**src/rtl/hazard_ctrl_pkg.sv**
```systemverilog
// Shared types and constants for the pipeline hazard controller and its divide timer.
package hazard_ctrl_pkg;

    typedef enum logic [1:0] {
        IDLE = 2'd0,
        BUSY = 2'd1,
        DONE = 2'd2
    } divState_e;

    localparam logic [1:0] FWD_RF = 2'b00;
    localparam logic [1:0] FWD_W  = 2'b01;
    localparam logic [1:0] FWD_M  = 2'b10;

    localparam int DEFAULT_DIV_CYCLES = 32;
    localparam int DEFAULT_REG_W      = 5;

endpackage

```
**src/rtl/hazard_ctrl_div_timer.sv**
```systemverilog
// Multi-cycle divide occupancy timer: holds E from the detect cycle until the result is ready.
module div_timer
    import hazard_ctrl_pkg::*;
#(
    parameter int DIV_CYCLES = DEFAULT_DIV_CYCLES
) (
    input  logic clk,
    input  logic rst,
    input  logic start,
    input  logic abort,
    input  logic freeze,
    output logic divstall,
    output logic div_busy,
    output logic div_done
);

    localparam int CNT_W = $clog2(DIV_CYCLES);
    localparam logic [CNT_W-1:0] LOAD = CNT_W'(DIV_CYCLES - 2);
    localparam logic [CNT_W-1:0] ONE  = CNT_W'(1);

    divState_e        state_q;
    logic [CNT_W-1:0] cnt_q;
    logic             busy_q;
    logic             done_q;

    // Counter holds the number of BUSY cycles still to come, including the current one.
    always_ff @(posedge clk) begin
        if (rst) begin
            state_q <= IDLE;
            cnt_q   <= '0;
            busy_q  <= 1'b0;
            done_q  <= 1'b0;
        end else begin
            busy_q <= 1'b0;
            done_q <= 1'b0;
            unique case (state_q)
                IDLE: begin
                    if (start && !abort) begin
                        cnt_q <= LOAD;
                        if (LOAD == '0) begin
                            state_q <= DONE;
                            done_q  <= 1'b1;
                        end else begin
                            state_q <= BUSY;
                            busy_q  <= 1'b1;
                        end
                    end
                end
                BUSY: begin
                    if (abort) begin
                        state_q <= IDLE;
                        cnt_q   <= '0;
                    end else if (freeze) begin
                        busy_q <= 1'b1;
                    end else if (cnt_q == ONE) begin
                        state_q <= DONE;
                        cnt_q   <= '0;
                        done_q  <= 1'b1;
                    end else begin
                        cnt_q  <= cnt_q - ONE;
                        busy_q <= 1'b1;
                    end
                end
                DONE: begin
                    state_q <= IDLE;
                end
                default: begin
                    state_q <= IDLE;
                    cnt_q   <= '0;
                end
            endcase
        end
    end

    assign divstall = (state_q == BUSY) || ((state_q == IDLE) && start);
    assign div_busy = busy_q;
    assign div_done = done_q;

endmodule

```
**src/rtl/hazard_ctrl.sv**
```systemverilog
// Hazard, stall and forwarding controller for the five-stage MIPS pipeline.
module hazard_ctrl
    import hazard_ctrl_pkg::*;
#(
    parameter int DIV_CYCLES = DEFAULT_DIV_CYCLES,
    parameter int REG_W      = DEFAULT_REG_W
) (
    input  logic             clk,
    input  logic             rst,
    input  logic [REG_W-1:0] rsD,
    input  logic [REG_W-1:0] rtD,
    input  logic [REG_W-1:0] rsE,
    input  logic [REG_W-1:0] rtE,
    input  logic [REG_W-1:0] writeregE,
    input  logic [REG_W-1:0] writeregM,
    input  logic [REG_W-1:0] writeregW,
    input  logic             regwriteE,
    input  logic             regwriteM,
    input  logic             regwriteW,
    input  logic             memtoregE,
    input  logic             memtoregM,
    input  logic             branchD,
    input  logic             jrD,
    input  logic             div_startE,
    input  logic             i_stall,
    input  logic             d_stall,
    input  logic             exceptM,
    output logic             forwardaD,
    output logic             forwardbD,
    output logic [1:0]       forwardaE,
    output logic [1:0]       forwardbE,
    output logic             stallF,
    output logic             stallD,
    output logic             stallE,
    output logic             stallM,
    output logic             stallW,
    output logic             flushD,
    output logic             flushE,
    output logic             flushM,
    output logic             flushW,
    output logic             div_busy,
    output logic             div_done
);

    logic rstDly_q;
    logic excPending_q;
    logic excPending_d;
    logic quiet;
    logic memStall;
    logic lwStall;
    logic brStall;
    logic divStall;
    logic hazStall;
    logic effExc;
    logic timerBusy;
    logic timerDone;

    function automatic logic regHit(input logic [REG_W-1:0] a, input logic [REG_W-1:0] b);
        return (a != '0) && (a == b);
    endfunction

    // Outputs are silenced during reset and for one cycle after it.
    assign quiet    = rst || rstDly_q;
    assign memStall = i_stall || d_stall;
    assign effExc   = (exceptM || excPending_q) && !memStall && !quiet;

    assign excPending_d = (exceptM || excPending_q) && !effExc;

    always_ff @(posedge clk) begin
        if (rst) begin
            rstDly_q     <= 1'b1;
            excPending_q <= 1'b0;
        end else begin
            rstDly_q     <= 1'b0;
            excPending_q <= excPending_d;
        end
    end

    div_timer #(
        .DIV_CYCLES(DIV_CYCLES)
    ) u_div_timer (
        .clk     (clk),
        .rst     (rst),
        .start   (div_startE && !rstDly_q),
        .abort   (effExc),
        .freeze  (memStall),
        .divstall(divStall),
        .div_busy(timerBusy),
        .div_done(timerDone)
    );

    always_comb begin
        forwardaE = FWD_RF;
        if (regwriteM && regHit(writeregM, rsE)) begin
            forwardaE = FWD_M;
        end else if (regwriteW && regHit(writeregW, rsE)) begin
            forwardaE = FWD_W;
        end
        forwardbE = FWD_RF;
        if (regwriteM && regHit(writeregM, rtE)) begin
            forwardbE = FWD_M;
        end else if (regwriteW && regHit(writeregW, rtE)) begin
            forwardbE = FWD_W;
        end
    end

    assign forwardaD = regwriteM && regHit(writeregM, rsD);
    assign forwardbD = regwriteM && regHit(writeregM, rtD);

    assign lwStall = memtoregE && regwriteE &&
                     (regHit(writeregE, rsD) || regHit(writeregE, rtD));
    assign brStall = (branchD || jrD) &&
                     ((regwriteE && (regHit(writeregE, rsD) || regHit(writeregE, rtD))) ||
                      (memtoregM && (regHit(writeregM, rsD) || regHit(writeregM, rtD))));
    assign hazStall = lwStall || brStall || divStall || memStall;

    // A taken exception flushes everything and overrides every stall.
    assign stallF = !quiet && !effExc && hazStall;
    assign stallD = !quiet && !effExc && hazStall;
    assign stallE = !quiet && !effExc && (divStall || memStall);
    assign stallM = !quiet && !effExc && memStall;
    assign stallW = !quiet && !effExc && memStall;

    assign flushD = effExc;
    assign flushE = !quiet && (effExc || ((lwStall || brStall) && !divStall && !memStall));
    assign flushM = effExc;
    assign flushW = effExc;

    assign div_busy = timerBusy && !quiet;
    assign div_done = timerDone && !quiet && !effExc;

endmodule

```
**config.mk**
```make
export PLATFORM = sky130hd
export DESIGN_NAME = hazard_ctrl
export DESIGN_NICKNAME = d
export VERILOG_FILES = /design/src/rtl/hazard_ctrl_pkg.sv /design/src/rtl/hazard_ctrl_div_timer.sv /design/src/rtl/hazard_ctrl.sv
export SDC_FILE = /design/constraint.sdc
export NUM_CORES = 1
export LEC_CHECK = 0
export ABC_AREA = 1
export CAP_MARGIN = 30
export CORE_MARGIN = 2
export CORE_UTILIZATION = 55
export DETAILED_ROUTE_END_ITERATION = 12
export DONT_BUFFER_PORTS = 1
export MAX_ROUTING_LAYER = met4
export PLACE_DENSITY_LB_ADDON = 0.15
export SLEW_MARGIN = 30
export SYNTH_ARGS = -nofsm -noshare
export SYNTH_HDL_FRONTEND = slang
export SYNTH_SLANG_ARGS = --single-unit
```
**constraint.sdc**
```tcl
create_clock -name clk -period 1.45 [get_ports clk]
set_input_delay 0.145 -clock clk [delete_from_list [all_inputs] [get_ports clk]]
set_output_delay 0.145 -clock clk [all_outputs]
set_load 0.05 [all_outputs]
```
==> metrics, run 1 <==
filler cell count 212; Final Hold Vio Count 0; setup violators final 2; H-tree levels 1; clk root buf clkbuf_4; Initial Util 0.5659; total CTS buffers 3; Top cell by count, worst path nand2_2; first-pass GRT wire length 4878 um; per-cell routed wire length 12.12 um; # clock sinks 11; Comb power frac 0.461; initial antenna violation count 0; met2 Usage GRT 0.4411; fmax 0.6704 GHz; input/output buffers 0; syn_nets 274; CP Max Fanout 2; sequential share of power 0.337; final worst path period need around 1500 ps; synthesized area between 1000 and 1500 um^2; io pins 65; row count 18; ant diodes 0; share of the synthesized area in the top cell type 0.1615; total power density per cell area 629.4 nW/um^2; GP Congestion 0.7763; CTS Buffer Depth 2; actual slew at the worst max-slew pin 367.5 ps; status finished, violations left; CTS tree done; WP data arrival 1350 ps; FF-to-FF setup slack 110 ps; max cap viols 0; Max VDD drop 0.6012 mV; Setup Skew around 4.4 ps; crit-path max cell delay 380 ps; Synth Warn # 0; grt met3 use 0.02500; Die Span X 53.80 um; DRT iter0 DRCs 15; final period utilization 1.029; detailed placement HPWL 2608 um; DIE AREA 2894 um^2; RR Endpoint u_div_timer.cnt_q[3]; clock slew seen by the registers of the worst setup and hold paths approximately 70 ps; CP max-delay cell dfxtp_4; crit end category output port; sw frac 0.3965; final worst slack -41.64 ps; Clk Latency, worst-skew pair about 270 ps; reg-to-reg startpoint u_div_timer.cnt_q[0]; share of layout cells above drive strength 1 0.2301; DRC violation count after routing 0; fin nets 290; Yosys reg bits 11; met1 Usage GRT 0.2277; post-synth top area cell dfxtp_1; relative slew slack 0.7524; Total Routing Usage GR 0.2299; synthesized area per cell about 6 um^2; Pleak 0.7920 nW; startpoint type of the worst setup path register; Net Sw Power 0.4203 mW; Clk pwr share 0.202; Int Power about 0.64 mW; most used routing layer in global routing met2; unique cell type count in the Yosys netlist 32; worst-path cell chain nor2_4, a21oi_2, nand2_2, nor2_1, nand2_1, nand2_2, buf_12; worst hold start exceptM; synth top area cells dfxtp_1 16%, nand2_1 16%, xor2_1 10%; Die Y 53.80 um; post-synthesis cell count around 220; Final Slew Violations 0; Total Wirelength approximately 3300 um; DR vias roughly 1,400; hold_ws 33.95 ps; CP required 1310 ps; Endpoint, Worst Hold excPending_q; violated checks negative setup slack; TritonRoute pass-1 iters 4; TNS Setup -70.65 ps; total gr overflow 0; post-synthesis sequential area ratio 0.1615; Hold Path Class in -> reg; final std cells w/o fill 269; hold depth 2; Via density 5.264; FF-to-FF path depth 8; synthesis-to-layout area growth 23.49%; Power Total 1.060 mW; Post-Place Cells 261; RSZ-0062 raised after global routing yes; core area 2410 um^2; vias in the first global route roughly 1,300; Crit Path Class reg -> out; remaining antenna violation count 0; largest net degree at the start of global routing 10
-- area by class of cell --
type | count | area [um^2] | area share
Timing Repair Buffer | 18 | 203.9 | 0.1211
Multi-Input combinational cell | 174 | 1062 | 0.6308
Sequential cell | 11 | 226.5 | 0.1345
Inverter | 32 | 127.6 | 0.07578
Tap cell | 30 | 37.54 | 0.02229
Clock buffer | 4 | 26.28 | 0.01560
-- what timing repair did --
action,CTS,global route
hold endpoints to repair,9,0
pin swaps,3,4
hold buffers,1,0
buffers inserted,2,1
resized for setup,10,13
setup endpoints to repair,8,13
-- per-layer routing --
layer | vias up | wire length (um)
met5 | - | 0
met4 | 0 | 60
met3 | 7 | 216
met2 | 53 | 1700
met1 | 623 | 1282
li1 | 733 | -
-- power groups by stage --
| stage | clock [mW] | sequential (mW) | combinational [mW] |
|---|---|---|---|
| after CTS | 0.219 | 0.355 | 0.467 |
| final | 0.214 | 0.357 | 0.489 |
| after detailed placement | 0 | 0.361 | 0.448 |
| after floorplan | 0 | 0.355 | 0.377 |
| after global placement | 0 | 0.359 | 0.438 |
| after global routing | 0.235 | 0.361 | 0.542 |
-- placed cells by master (no fill, tap or decap) --
| cell | instances |
|---|---|
| buf_4 | 11 |
| o211ai_1 | 2 |
| nor2_2 | 7 |
| nand2_2 | 5 |
| a31oi_1 | 2 |
| clkbuf_1 | 1 |
| nand3_1 | 8 |
| ha_1 | 2 |
| a21oi_2 | 2 |
| a21oi_1 | 9 |
| o21ai_0 | 7 |
| nand2_4 | 1 |
| dfxtp_1 | 8 |
| o2111ai_1 | 1 |
| dlygate4sd3_1 | 1 |
| nand3_4 | 3 |
| nand4_1 | 4 |
| a21boi_0 | 1 |
| nor3_1 | 5 |
| clkinv_4 | 1 |
| o22ai_1 | 1 |
| buf_12 | 5 |
| inv_4 | 1 |
| inv_1 | 28 |
| inv_2 | 2 |
| dfxtp_4 | 1 |
| or2_1 | 1 |
| nor2_4 | 6 |
| xnor2_1 | 11 |
| or2_2 | 2 |
| nor2_1 | 21 |
| nand2_1 | 52 |
| o31ai_1 | 1 |
| nor4_4 | 1 |
| nand2_8 | 1 |
| xor2_1 | 16 |
| dfxtp_2 | 2 |
| clkbuf_4 | 3 |
| buf_6 | 1 |
| o21a_1 | 2 |
-- cell families after synthesis --
logic type               synth area share
AO/OA/AOI/OAI                      0.1193
XOR/XNOR                           0.1734
adder cells (fa/ha/maj)           0.01835
buffers and inverters              0.1294
flip-flops                         0.1615
AND/OR/NAND/NOR                    0.3982
-- cell usage after synthesis --
cell / count
nand3_1: 8
nand4_1: 4
buf_2: 1
dfxtp_1: 11
clkinv_4: 1
o31ai_1: 1
xor2_1: 16
nor3_1: 5
nand2_1: 58
nor2_2: 2
nand3_2: 1
buf_6: 1
nor4_2: 1
a31oi_1: 2
o21ai_0: 7
a21boi_0: 1
or2_1: 1
or2_2: 2
nand3_4: 2
clkbuf_2: 1
a21oi_1: 11
o211ai_1: 2
o22ai_1: 1
xnor2_1: 11
ha_1: 2
nand2_4: 1
nor2_4: 2
o2111ai_1: 1
o21a_1: 2
buf_4: 4
inv_1: 31
nor2_1: 30
-- worst max-delay path by stage --
stage / from / endpoint / slack, ps / cells after the start
2_1_floorplan: writeregM[2] / forwardaE[0] / -200 / 6
3_3_place_gp: u_div_timer.cnt_q[1] / u_div_timer.cnt_q[3] / 180 / 9
3_5_place_dp: u_div_timer.cnt_q[0] / u_div_timer.cnt_q[3] / 110 / 8
4_1_cts: rstDly_q / stallE / 1 / 6
5_1_grt: rstDly_q / flushE / -140 / 7
6_report: rstDly_q / flushE / -40 / 7
-- metrics by stage --
stage	instance area, um^2	util	setup slack, ps
CTS	1633	0.6776	0.9674
floorplan	1405	-	-201.4
finish	1684	0.6989	-41.64
global placement	1559	0.6469	183.0
global route	1684	0.6989	-138.3
detailed placement	1559	0.6469	105.5
-- worst max-delay path: cells and delay by family, from the launching register on --
| family | cells | cell delay (ps) |
|---|---|---|
| DFF | 1 | 380 |
| AOI/OAI and AO/OA | 1 | 150 |
| buffers and inverters | 1 | 140 |
| and+or+nand+nor | 5 | 410 |
-- flip-flops by register name, indices dropped and copies added (netlist names) --
signal,count
u_div_timer.state_q,2
u_div_timer.div_busy,1
u_div_timer.cnt_q,5
u_div_timer.div_done,1
rstDly_q,1
excPending_q,1
(Power assumes the default switching activity.)
==> run 2: changes to the inputs <==
- PLACE_DENSITY: not set -> 0.8
- PLACE_DENSITY_LB_ADDON: 0.15 -> not set
- clock period: 1.45 -> 1.44 ns (I/O delays scaled with it)
==> metrics, run 2 (same netlist as run 1, synthesis figures left out) <==
TritonRoute pass-1 iters 6; synthesis-to-layout area growth 23.67%; Total Routing Usage GR 0.2354; Crit Path Class reg -> out; remaining antenna violation count 0; Endpoint, Worst Hold excPending_q; clk root buf clkbuf_4; commonest non-fill, non-tap cells in the layout 52 x nand2_1, 27 x inv_1, 22 x nor2_1; met2 Usage GRT 0.4228; sequential share of power 0.335; actual slew at the worst max-slew pin 410.1 ps; Initial Util 0.5659; total CTS buffers 3; RSZ-0062 raised after global routing yes; reg-to-reg startpoint rstDly_q; relative slew slack 0.7237; first-pass GRT wire length 4816 um; row count 18; DRT iter0 DRCs 18; Top reg by flops u_div_timer.cnt_q; Power Total ~1.1 mW; largest registers u_div_timer.cnt_q: 5 flops, u_div_timer.state_q: 2 flops; max cap viols 0; Final Slew Violations 0; CP max-delay cell dfxtp_2; status finished, violations left; DIE AREA 2894 um^2; total power density per cell area 635.1 nW/um^2; Bufs and invs on worst path 1; Largest register FFs 5; CTS tree done; H-tree levels 1; WP data arrival 1340 ps; CTS Buffer Depth 2; final period utilization 1.033; violated checks negative setup slack; vias in the first global route between 1,000 and 1,500; FF-to-FF setup slack about 90 ps; Net Sw Power around 0.43 mW; fmax 0.6720 GHz; Post-Place Cells 262; io pins between 60 and 70; worst-path cell chain nor2_2, a21oi_2, nand2_2, nor2_1, nand2_1, nand2_2, buf_12; RR Endpoint u_div_timer.cnt_q[3]; startpoint type of the worst setup path register; input/output buffers 0; total gr overflow 0; detailed placement HPWL 2509 um; setup violators final 2; # clock sinks 11; Setup Skew 0.6807 ps; most used routing layer in global routing met2; Place WS approximately 120 ps; fin nets 291; CP Depth 7; final std cells w/o fill 270; Comb power frac 0.454; Die Span X between 50 and 60 um; DR vias 1,373; per-cell routed wire length 11.99 um; met1 Usage GRT 0.2483; Via density 5.085; Clk pwr share 0.210; crit-path max cell delay 360 ps; Die Y 53.80 um; hold depth 2; share of layout cells above drive strength 1 0.2375; DRC violation count after routing 0; initial antenna violation count 0; Top cell by count, worst path nand2_2; largest net degree at the start of global routing 12; worst hold start exceptM; Pleak 0.7980 nW; clock slew seen by the registers of the worst setup and hold paths 70 ps; CP required 1300 ps; CP Max Fanout 2; most common cell after layout, fill and taps aside nand2_1; FF-to-FF path depth 8; Hold Path Class in -> reg; GP Congestion 0.8046; Final Cell Area between 1500 and 2000 um^2; crit end category output port; Total Wirelength 3236 um; core area 2410 um^2; Max VDD drop 0.5778 mV; Placed Area approximately 1600 um^2; grt met3 use 0.03333; final worst path period need approximately 1500 ps; Final Util 0.6999; CP top delay family simple AND/OR/NAND/NOR gates; Final Hold Vio Count 0; Int Power 0.6444 mW; Clk Latency, worst-skew pair 290 ps; ant diodes 0; final worst slack -48.09 ps; sw frac 0.3984
[run 2: layout make-up]
| class | instances | area [um^2] |
|---|---|---|
| Clock buffer | 4 | 26.28 |
| Fill cell | 201 | 723.2 |
| Inverter | 32 | 125.1 |
| Multi-Input combinational cell | 174 | 1055 |
| Sequential cell | 11 | 224.0 |
| Tap cell | 30 | 37.54 |
| Timing Repair Buffer | 19 | 219.0 |
[run 2: per-layer routing]
| layer | part of all wire | routed length, um |
|---|---|---|
| met1 | 0.39 | 1257 |
| met2 | 0.53 | 1719 |
| met3 | 0.057 | 185 |
| met4 | 0.023 | 73 |
| met5 | 0 | 0 |
[run 2: how the worst max path moves through the flow]
stage	from	to	slack, ps
2_1_floorplan	writeregM[4]	forwardaE[0]	-180
3_3_place_gp	u_div_timer.cnt_q[1]	u_div_timer.cnt_q[3]	160
3_5_place_dp	u_div_timer.cnt_q[1]	u_div_timer.cnt_q[4]	120
4_1_cts	rstDly_q	stallE	-20
5_1_grt	rstDly_q	flushE	-140
6_report	rstDly_q	flushE	-50
[run 2: stage by stage]
stage	hold slack, ps	setup TNS, ps
after floorplan	171.7	-178.8
after global placement	172.3	0
after detailed placement	172.3	0
after CTS	-126.6	-24.93
after global routing	59.94	-317.3
final	37.81	-49.03
[run 2: timing repair]
action                     4_1_cts  5_1_grt
pin swaps                        3        4
setup endpoints to repair        8       14
buffers inserted                 1        2
gates resized for setup         12       12
hold endpoints to repair         9        9
[run 2: power by group through the flow]
stage	registers, mW	clock network [mW]	logic [mW]
2_1_floorplan	0.358	0	0.380
3_3_place_gp	0.361	0	0.445
3_5_place_dp	0.363	0	0.448
4_1_cts	0.358	0.232	0.460
5_1_grt	0.363	0.243	0.546
6_report	0.359	0.225	0.486
==> run 3: changes to the inputs <==
- RECOVER_POWER: not set -> 100
- SETUP_SLACK_MARGIN: not set -> 0.3
- TNS_END_PERCENT: not set -> 5
==> metrics, run 3 (same netlist as run 1, synthesis figures left out) <==
DRT iter0 DRCs 18; Top reg by flops u_div_timer.cnt_q; sequential share of power 0.327; Power Total 1.111 mW; max cap viols 0; FF-to-FF path depth 9; first-pass GRT wire length 5409 um; Crit Path Class reg -> out; CTS Buffer Depth 2; CP Max Fanout 3; violated checks negative setup slack; Comb power frac 0.465; hold depth 2; H-tree levels 1; final worst path period need 1466 ps; Clk pwr share 0.209; Pleak 0.7896 nW; FF-to-FF setup slack between 100 and 150 ps; initial antenna violation count 0; Die Y 53.80 um; status finished, violations left; setup violators final 6; CP required 1300 ps; TritonRoute pass-1 iters 4; RR Endpoint u_div_timer.cnt_q[2]; final period utilization 1.018; Hold Path Class in -> reg; remaining antenna violation count 0; crit end category output port; per-cell routed wire length 13.22 um; Total Wirelength between 3000 and 4000 um; Largest register FFs 5; DRC violation count after routing 0; Setup Skew 8.575 ps; Endpoint, Worst Hold excPending_q; CTS tree done; fin nets 290; actual slew at the worst max-slew pin roughly 700 ps; worst hold start exceptM; share of layout cells above drive strength 1 0.2720; vias in the first global route 1,286; WP data arrival between 1000 and 1500 ps; reg-to-reg startpoint u_div_timer.cnt_q[1]; io pins 65; ant diodes 0; Initial Util 0.5659; Final Slew Violations 0; Die Span X 53.80 um; total gr overflow 0; input/output buffers 0; Via density roughly 5.3; Int Power 0.6573 mW; total CTS buffers 3; DR vias 1,416; final worst slack -26.04 ps; relative slew slack 0.5381; Max VDD drop 1.081 mV; Net Sw Power 0.4536 mW; DIE AREA 2894 um^2; synthesis-to-layout area growth 24.50%; core area 2410 um^2; largest net degree at the start of global routing 12; total power density per cell area 654.3 nW/um^2; sw frac 0.4084; # clock sinks 11; RSZ-0062 raised after global routing yes; commonest non-fill, non-tap cells in the layout 54 x nand2_1, 24 x inv_1, 21 x nor2_1; fmax ~0.68 GHz; Clk Latency, worst-skew pair between 200 and 300 ps; clock slew seen by the registers of the worst setup and hold paths 80 ps; row count 18; filler cell count 198; largest registers u_div_timer.cnt_q: 5 flops, u_div_timer.state_q: 2 flops; detailed placement HPWL 2639 um; Final Util 0.7046; Total Routing Usage GR 0.2661; clk root buf clkbuf_4; Final Hold Vio Count 0; GP Congestion 0.8524; startpoint type of the worst setup path register; most common cell after layout, fill and taps aside nand2_1
run 3: cell type report:
type / count / area (um^2) / area share
Clock buffer: 4 / 26.28 / 0.01548
Inverter: 32 / 135.1 / 0.07959
Multi-Input combinational cell: 174 / 1062 / 0.6256
Sequential cell: 11 / 231.5 / 0.1363
Tap cell: 30 / 37.54 / 0.02211
Timing Repair Buffer: 18 / 205.2 / 0.1209
run 3: how the worst max path moves through the flow:
| stage | start | to | slack [ps] | depth (start not counted) |
|---|---|---|---|---|
| detailed placement | u_div_timer.cnt_q[1] | u_div_timer.cnt_q[4] | 100 | 9 |
| floorplan | writeregM[4] | forwardaE[0] | -100 | 6 |
| finish | u_div_timer.state_q[1] | stallF | -30 | 6 |
| global route | u_div_timer.state_q[1] | flushE | -100 | 7 |
| CTS | rstDly_q | stallF | -10 | 6 |
| global placement | u_div_timer.cnt_q[1] | u_div_timer.cnt_q[4] | 170 | 9 |
run 3: critical path: stages (launching register included):
cell and delay (ps):
dfxtp_4 360, nor2_2 190, a21oi_2 80, nand2_1 80
nand2_1 80, nand2_2 80, buf_12 170
run 3: power groups by stage:
stage / logic [mW] / clock network (mW) / registers (mW)
final: 0.516 / 0.232 / 0.363
after global routing: 0.568 / 0.245 / 0.366
after floorplan: 0.381 / 0 / 0.358
after CTS: 0.502 / 0.231 / 0.363
after global placement: 0.447 / 0 / 0.361
after detailed placement: 0.451 / 0 / 0.363
run 3: timing repair:
action | in CTS | in global routing
resized for setup | 37 | 11
endpoints found under the hold margin | 9 | 9
buffers inserted | 3 | 0
pin swaps | 22 | 14
setup endpoints to repair | 21 | 23
run 3: layer usage:
metal,GRT usage,part of all wire,vias to the layer above
li1,-,-,735
met1,0.3098,0.43,621
met4,0.05556,0.0090,0
met5,-,0,-
met2,0.4573,0.49,56
met3,0.06944,0.071,4
run 3: through the flow:
step	instance area, um^2	instances	setup TNS [ps]	setup slack [ps]	hold WS, ps
after global placement	1551	261	0	169.7	172.3
after floorplan	1413	224	-101.7	-101.7	171.7
after global routing	1698	269	-634.4	-103.0	31.85
after CTS	1690	268	-21.21	-10.67	-114.5
final	1698	269	-103.3	-26.04	13.27
after detailed placement	1551	261	0	104.9	172.3
